### config.mk
export PLATFORM = sky130hd
export DESIGN_NAME = i2c_eeprom_slave
export DESIGN_NICKNAME = d
export VERILOG_FILES = /design/src/rtl/i2c_eeprom_slave.sv
export SDC_FILE = /design/constraint.sdc
export NUM_CORES = 1
export LEC_CHECK = 0
export ABC_AREA = 1
export ABC_CLOCK_PERIOD_IN_PS = 1450
export CAP_MARGIN = 10
export CORE_MARGIN = 5
export CORE_UTILIZATION = 45
export DETAILED_ROUTE_END_ITERATION = 6
export GPL_ROUTABILITY_DRIVEN = 0
export PLACE_DENSITY_LB_ADDON = 0.3
export RECOVER_POWER = 100
export SLEW_MARGIN = 20
export SYNTH_ARGS = -nofsm -noshare
export SYNTH_HDL_FRONTEND = slang
export SYNTH_SLANG_ARGS = --single-unit
### constraint.sdc
create_clock -name clk -period 1.45 [get_ports clk]
set_input_delay 0.29 -clock clk [delete_from_list [all_inputs] [get_ports clk]]
set_output_delay 0.29 -clock clk [all_outputs]
set_load 0.1 [all_outputs]
### src/rtl/i2c_eeprom_slave.sv
// i2c_eeprom_slave: 24C02-style I2C target front-end driving a 32-page x 8-byte EEPROM array.
// Latency: 3 clk input sync; mem_write 1 clk after the 8th data SCL rise; SDA updates 1 clk after a detected SCL fall.
// Backpressure: none; the master owns SCL and this block never stretches the clock.
//
// Ports:
//   clk, rst            system clock (>= 16x SCL rate), async active-high reset
//   scl_i, sda_i        raw I2C pin levels (asynchronous to clk)
//   sda_oe              1 = pull SDA low (open-drain), 0 = release
//   mem_row, mem_col    array address = {page, byte-in-page} = address pointer
//   mem_write           one-clk write strobe, mem_wdata = byte to write
//   mem_rdata           combinational array read data for {mem_row, mem_col}
//   wp                  write protect (only when WRITE_PROTECT_EN is defined)
//
// Optional feature: define WRITE_PROTECT_EN to add the wp input. While wp is high,
// data bytes are still ACKed and the pointer still advances, but mem_write stays low.

module i2c_eeprom_slave #(
  parameter logic [6:0] DEV_ADDR = 7'h50
) (
  input  logic       clk,
  input  logic       rst,
  input  logic       scl_i,
  input  logic       sda_i,
  output logic       sda_oe,
  output logic [4:0] mem_row,
  output logic [2:0] mem_col,
  output logic       mem_write,
  output logic [7:0] mem_wdata,
`ifdef WRITE_PROTECT_EN
  input  logic       wp,
`endif
  input  logic [7:0] mem_rdata
);

  typedef enum logic [3:0] {
    ST_IDLE,
    ST_DEV_ADDR,
    ST_DEV_ACK,
    ST_WORD_ADDR,
    ST_WORD_ACK,
    ST_WR_DATA,
    ST_WR_ACK,
    ST_RD_DATA,
    ST_RD_ACK
  } state_t;

  state_t     state, state_nxt;

  // Input conditioning: two synchronizer flops plus one history flop per pin.
  // Reset to 1 so an idle bus produces no spurious edges when reset releases.
  logic scl_s1, scl_s2, scl_d;
  logic sda_s1, sda_s2, sda_d;

  always_ff @(posedge clk or posedge rst) begin
    if (rst) begin
      scl_s1 <= 1'b1;
      scl_s2 <= 1'b1;
      scl_d  <= 1'b1;
      sda_s1 <= 1'b1;
      sda_s2 <= 1'b1;
      sda_d  <= 1'b1;
    end else begin
      scl_s1 <= scl_i;
      scl_s2 <= scl_s1;
      scl_d  <= scl_s2;
      sda_s1 <= sda_i;
      sda_s2 <= sda_s1;
      sda_d  <= sda_s2;
    end
  end

  logic scl_rise, scl_fall, start_det, stop_det;

  assign scl_rise  =  scl_s2 & ~scl_d;
  assign scl_fall  = ~scl_s2 &  scl_d;
  // SDA may only move while SCL is low; any SDA edge with SCL held high is a bus condition.
  assign start_det =  scl_s2 & scl_d &  sda_d & ~sda_s2;
  assign stop_det  =  scl_s2 & scl_d & ~sda_d &  sda_s2;

  logic wp_blk;

`ifdef WRITE_PROTECT_EN
  logic wp_s1, wp_s2;

  always_ff @(posedge clk or posedge rst) begin
    if (rst) begin
      wp_s1 <= 1'b0;
      wp_s2 <= 1'b0;
    end else begin
      wp_s1 <= wp;
      wp_s2 <= wp_s1;
    end
  end

  assign wp_blk = wp_s2;
`else
  assign wp_blk = 1'b0;
`endif

  logic [3:0] bit_cnt, bit_cnt_nxt;
  logic [7:0] shreg, shreg_nxt;
  logic [7:0] ptr, ptr_nxt;
  logic       rw, rw_nxt;           // R/W bit of the last matched device address
  logic       mst_ack, mst_ack_nxt; // master ACK (1) / NACK (0) after a read byte
  logic       col_inc, col_inc_nxt; // advance the in-page column the clk after a data byte
  logic       sda_oe_nxt;
  logic       mem_write_nxt;
  logic [7:0] mem_wdata_nxt;
  logic [7:0] rx_byte;

  assign mem_row = ptr[7:3];
  assign mem_col = ptr[2:0];

  always_ff @(posedge clk or posedge rst) begin
    if (rst) begin
      state     <= ST_IDLE;
      bit_cnt   <= 4'd0;
      shreg     <= 8'h00;
      ptr       <= 8'h00;
      rw        <= 1'b0;
      mst_ack   <= 1'b0;
      col_inc   <= 1'b0;
      sda_oe    <= 1'b0;
      mem_write <= 1'b0;
      mem_wdata <= 8'h00;
    end else begin
      state     <= state_nxt;
      bit_cnt   <= bit_cnt_nxt;
      shreg     <= shreg_nxt;
      ptr       <= ptr_nxt;
      rw        <= rw_nxt;
      mst_ack   <= mst_ack_nxt;
      col_inc   <= col_inc_nxt;
      sda_oe    <= sda_oe_nxt;
      mem_write <= mem_write_nxt;
      mem_wdata <= mem_wdata_nxt;
    end
  end

  always_comb begin
    state_nxt     = state;
    bit_cnt_nxt   = bit_cnt;
    shreg_nxt     = shreg;
    ptr_nxt       = ptr;
    rw_nxt        = rw;
    mst_ack_nxt   = mst_ack;
    col_inc_nxt   = 1'b0;
    sda_oe_nxt    = sda_oe;
    mem_write_nxt = 1'b0;
    mem_wdata_nxt = mem_wdata;
    rx_byte       = {shreg[6:0], sda_s2};

    // Page wrap: only the column advances; the page bits stay put.
    if (col_inc) begin
      ptr_nxt = {ptr[7:3], ptr[2:0] + 3'd1};
    end

    if (start_det) begin
      // Also covers repeated START; a partially received data byte is dropped.
      state_nxt   = ST_DEV_ADDR;
      bit_cnt_nxt = 4'd0;
      sda_oe_nxt  = 1'b0;
    end else if (stop_det) begin
      state_nxt   = ST_IDLE;
      bit_cnt_nxt = 4'd0;
      sda_oe_nxt  = 1'b0;
    end else begin
      case (state)
        ST_IDLE: begin
        end

        ST_DEV_ADDR, ST_WORD_ADDR, ST_WR_DATA: begin
          if (scl_rise && bit_cnt != 4'd8) begin
            shreg_nxt   = rx_byte;
            bit_cnt_nxt = bit_cnt + 4'd1;
            if (bit_cnt == 4'd7) begin
              if (state == ST_WORD_ADDR) begin
                ptr_nxt = rx_byte;
              end
              if (state == ST_WR_DATA) begin
                mem_wdata_nxt = rx_byte;
                mem_write_nxt = ~wp_blk;
                col_inc_nxt   = 1'b1;
              end
            end
          end else if (scl_fall && bit_cnt == 4'd8) begin
            // Byte complete: drive ACK for the whole ninth clock.
            bit_cnt_nxt = 4'd0;
            sda_oe_nxt  = 1'b1;
            if (state == ST_DEV_ADDR) begin
              rw_nxt = shreg[0];
              if (shreg[7:1] == DEV_ADDR) begin
                state_nxt = ST_DEV_ACK;
              end else begin
                state_nxt  = ST_IDLE;
                sda_oe_nxt = 1'b0;
              end
            end else if (state == ST_WORD_ADDR) begin
              state_nxt = ST_WORD_ACK;
            end else begin
              state_nxt = ST_WR_ACK;
            end
          end
        end

        ST_DEV_ACK: begin
          if (scl_fall) begin
            bit_cnt_nxt = 4'd0;
            if (rw) begin
              // First read bit goes out on the same fall that ends the ACK.
              state_nxt  = ST_RD_DATA;
              shreg_nxt  = mem_rdata;
              sda_oe_nxt = ~mem_rdata[7];
            end else begin
              state_nxt  = ST_WORD_ADDR;
              sda_oe_nxt = 1'b0;
            end
          end
        end

        ST_WORD_ACK, ST_WR_ACK: begin
          if (scl_fall) begin
            state_nxt   = ST_WR_DATA;
            bit_cnt_nxt = 4'd0;
            sda_oe_nxt  = 1'b0;
          end
        end

        ST_RD_DATA: begin
          if (scl_rise && bit_cnt != 4'd8) begin
            bit_cnt_nxt = bit_cnt + 4'd1;
          end else if (scl_fall) begin
            if (bit_cnt == 4'd8) begin
              state_nxt   = ST_RD_ACK;
              bit_cnt_nxt = 4'd0;
              sda_oe_nxt  = 1'b0;
            end else begin
              shreg_nxt  = {shreg[6:0], 1'b0};
              sda_oe_nxt = ~shreg[6];
            end
          end
        end

        ST_RD_ACK: begin
          if (scl_rise) begin
            // Pointer advances after every byte read, ACKed or not, so a later
            // current-address read continues after the last byte delivered.
            mst_ack_nxt = ~sda_s2;
            ptr_nxt     = ptr + 8'd1;
          end else if (scl_fall) begin
            bit_cnt_nxt = 4'd0;
            if (mst_ack) begin
              state_nxt  = ST_RD_DATA;
              shreg_nxt  = mem_rdata;
              sda_oe_nxt = ~mem_rdata[7];
            end else begin
              state_nxt  = ST_IDLE;
              sda_oe_nxt = 1'b0;
            end
          end
        end

        default: begin
          state_nxt  = ST_IDLE;
          sda_oe_nxt = 1'b0;
        end
      endcase
    end
  end

endmodule

==> metrics.md <==
| Metric | Value |
|---|---|
| Die Width | `approximately 85 um` |
| Max-slew headroom | `63.0%` |
| Ys Warns | `0` |
| Port Buffers | `29` |
| Worst path required time | `around 1700 ps` |
| Vias in the first global route | `between 2,000 and 3,000` |
| Initial DRC count | `260` |
| Count of state elements after synthesis | `42` |
| I/O pin count | `30` |
| R2R setup slack | `-280 ps` |
| Nature of the critical path endpoint | `flop` |
| Detailed placement HPWL | `roughly 5300 um` |
| Largest net degree at the start of global routing | `24` |
| Post-CTS Hold Fix Bufs | `0` |
| Register area | `approximately 1100 um^2` |
| Routed wire per std cell | `roughly 15 um` |
| Clock Latency Late Sink | `310 ps` |
| Num CTS Buffers | `5` |
| P&R area growth vs syn | `48.2%` |
| Most frequent cells in the layout | `89 x nand2_1, 44 x buf_4, 27 x inv_1, 27 x dfrtp_1, 26 x nor2_1` |
| Fill cells | `approximately 430` |
| Worst R2R Start | `bit_cnt[0]` |
| # DRC | `0` |
| Final wirelength | `7420 um` |
| Vias per cell | `around 5.3` |
| GR Util All Layers | `between 20 and 25%` |
| Htree depth | `2` |
| Placed cells | `487` |
| Clock tree sinks | `42` |
| Non-filler cells, final | `~510` |
| Post-Syn Instances | `~350` |
| Period utilisation layout | `119%` |
| Initial antenna violation count | `0` |
| Mean post-synth cell area | `between 7 and 8 um^2` |
| First-pass GRT wire length | `12,100 um` |
| Clock Tree Buf Depth | `2` |
| Pre-CTS setup slack | `-224 ps` |
| R2R cell count | `8` |
| Setup crit start kind | `flop` |
| Tightest Pin Transition | `556 ps` |
| Slew Limit Fails | `0` |
| P per Cell Area | `around 950 nW/um^2` |
| DIE HEIGHT | `roughly 85 um` |
| TritonCTS clock tree | `yes` |
| Grt ovf | `0` |
| Worst vdd ir | `slightly below 0.8 mV` |
| Antenna-violating nets left | `0` |
| Vias | `around 2,700` |
| Final Hold Fails | `0` |
| Final Skew | `10.8 ps` |
| Unrepaired setup endpoints after global routing | `true` |
| Sequential area share after synthesis | `42.1%` |
| Leakage | `between 1.5 and 2 nW` |
| Crit path max fanout | `4` |
| Nets | `about 450` |
| Crit path DAT | `1930 ps` |
| Final Setup Violations | `34` |
| Synth top area cells | `dfrtp_1 36%, nand2_1 17%, dfstp_2 6.3%, inv_1 6.0%, o21ai_0 5.6%` |
| Commonest non-fill, non-tap cell in the layout | `nand2_1` |
| Floorplan core area | `approximately 5500 um^2` |
| Max Cap Viol | `0` |
| Row count | `27` |
| Synthesized cell area | `~2500 um^2` |
| Failing checks | `setup timing` |
| Final hold slack | `approximately 270 ps` |
| Clock Tree Root | `clkbuf_8` |
| Total die area | `just over 7000 um^2` |
| Crit path kind | `flop to flop` |
| Fraction of layout cells with a size suffix above 1 | `between 40% and 50%` |
| Area occupied by multi-input gates | `1580 um^2` |
| Period minus WS final | `1730 ps` |
| Unique masters post-synth | `34` |
| Initial Util | `between 40% and 50%` |
| First-pass detailed-route iteration total | `4` |
| Syn Nets | `362` |
| Setup WS post-layout | `-280 ps` |
| Share of the synthesized area in the top cell type | `35.8%` |
| Fmax | `578 MHz` |
| Worst hold-check path type | `input port to async pin` |
| Yosys top cell by area | `dfrtp_1` |
| CTS clk-pin slew, worst paths | `about 90 ps` |
| Reg2Reg Capture Point | `ptr[2]` |
| Status | `complete, but fails checks` |
| Ant diodes | `0` |
## repair_timing
| action | in CTS | in global routing |
|---|---|---|
| setup endpoints to repair | 33 | 36 |
| pin swaps | 24 | 7 |
| setup buffers | 7 | 4 |
| resized for setup | 50 | 33 |
| cloned | 3 | 0 |
## worst max-delay path, cell delays in order, from the launching register on
cell and delay (ps):
dfrtp_1 420, ha_2 230, nand2_2 70, or2_4 250, nor2_4 170, nor2_1 70, nor3_1 190, buf_4 170
o21bai_1 60
## power breakdown
group | switching (W) | internal (W) | leakage [nW] | total, W
logic | 0.000767 | 0.000516 | 1.26 | 0.00128
clock network | 0.000448 | 0.000341 | 0.0452 | 0.000789
registers | 0.000137 | 0.00133 | 0.534 | 0.00147
## kinds of logic after synthesis
group / synth area share [%]
AOI/OAI and AO/OA: 13.4
xor gates and xnor gates: 1.74
adders and majority gates: 1.49
buffers and inverters: 7.21
DFF: 42.1
muxes: 0.796
and+or+nand+nor: 33.3
## synth_stat cells
cell type and n:
inv_1 40, a22oi_2 1, nor2_4 2, nor4_1 1, xnor2_1 1, nand2_2 4, buf_2 1, nor3_1 5
nand3b_2 1, a31oi_1 1, inv_2 4, dfstp_2 6, nor2_1 35, o21ai_1 1, a21oi_2 1, xor2_1 4
ha_1 3, nand3_1 22, a211oi_1 1, o31ai_1 1, o21ai_2 9, buf_6 1, nor2_2 7, o22ai_1 2
nand2_1 111, o21ai_0 28, o21bai_1 3, nand4_1 2, dfrtp_1 36, a21oi_1 7, mux2i_1 2, or2_1 1
nand3_2 2, nand3b_1 1
## cell type report
class / instances / share of cell area (%)
well taps: 72 / 2.42
inverters: 44 / 4.83
clock inverters: 2 / 0.369
repair inverters: 1 / 0.168
multi-input cells: 261 / 42.2
clock buffers: 6 / 1.95
repair buffers: 79 / 18.9
flip-flops and latches: 42 / 29.1
## stage by stage
| step | power, W | utilization [%] | setup TNS [ps] | area, um^2 |
|---|---|---|---|---|
| 3_5_place_dp | 0.00253 | 63.1 | -6510 | 3450 |
| 4_1_cts | 0.00340 | 68.8 | -4190 | 3760 |
| 5_1_grt | 0.00375 | 68.1 | -10490 | 3730 |
| 2_1_floorplan | 0.00212 | - | -1210 | 2600 |
| 6_report | 0.00354 | 68.1 | -6530 | 3730 |
| 3_3_place_gp | 0.00249 | 63.1 | -5260 | 3450 |
## metal layers
| metal | global-route usage, % | vias to the layer above | part of all wire (%) |
|---|---|---|---|
| li1 | - | 1289 | - |
| met1 | 25.0 | 1245 | 41 |
| met2 | 35.9 | 99 | 50 |
| met3 | 4.32 | 31 | 5.5 |
| met4 | 8.78 | 0 | 3.5 |
| met5 | 0 | - | 0 |
## state kept, by name (all words and copies together), names as in the netlist
register and count:
bit_cnt 4, col_inc 1, mem_wdata 8, mst_ack 1, ptr 8, rw 1
scl_d 1, scl_s1 1, scl_s2 1, sda_d 1, sda_oe 1, sda_s1 1
sda_s2 1, shreg 8, state 4
## how the worst max path moves through the flow
stage / from / endpoint / cells after the start
global placement: state[3] / shreg[4] / 8
floorplan: bit_cnt[0] / mem_wdata[5] / 10
finish: bit_cnt[0] / ptr[2] / 8
detailed placement: bit_cnt[1] / bit_cnt[0] / 13
global route: bit_cnt[0] / mem_wdata[1] / 9
CTS: state[2] / sda_oe / 10
No activity file was read; power rests on OpenSTA's default activity.
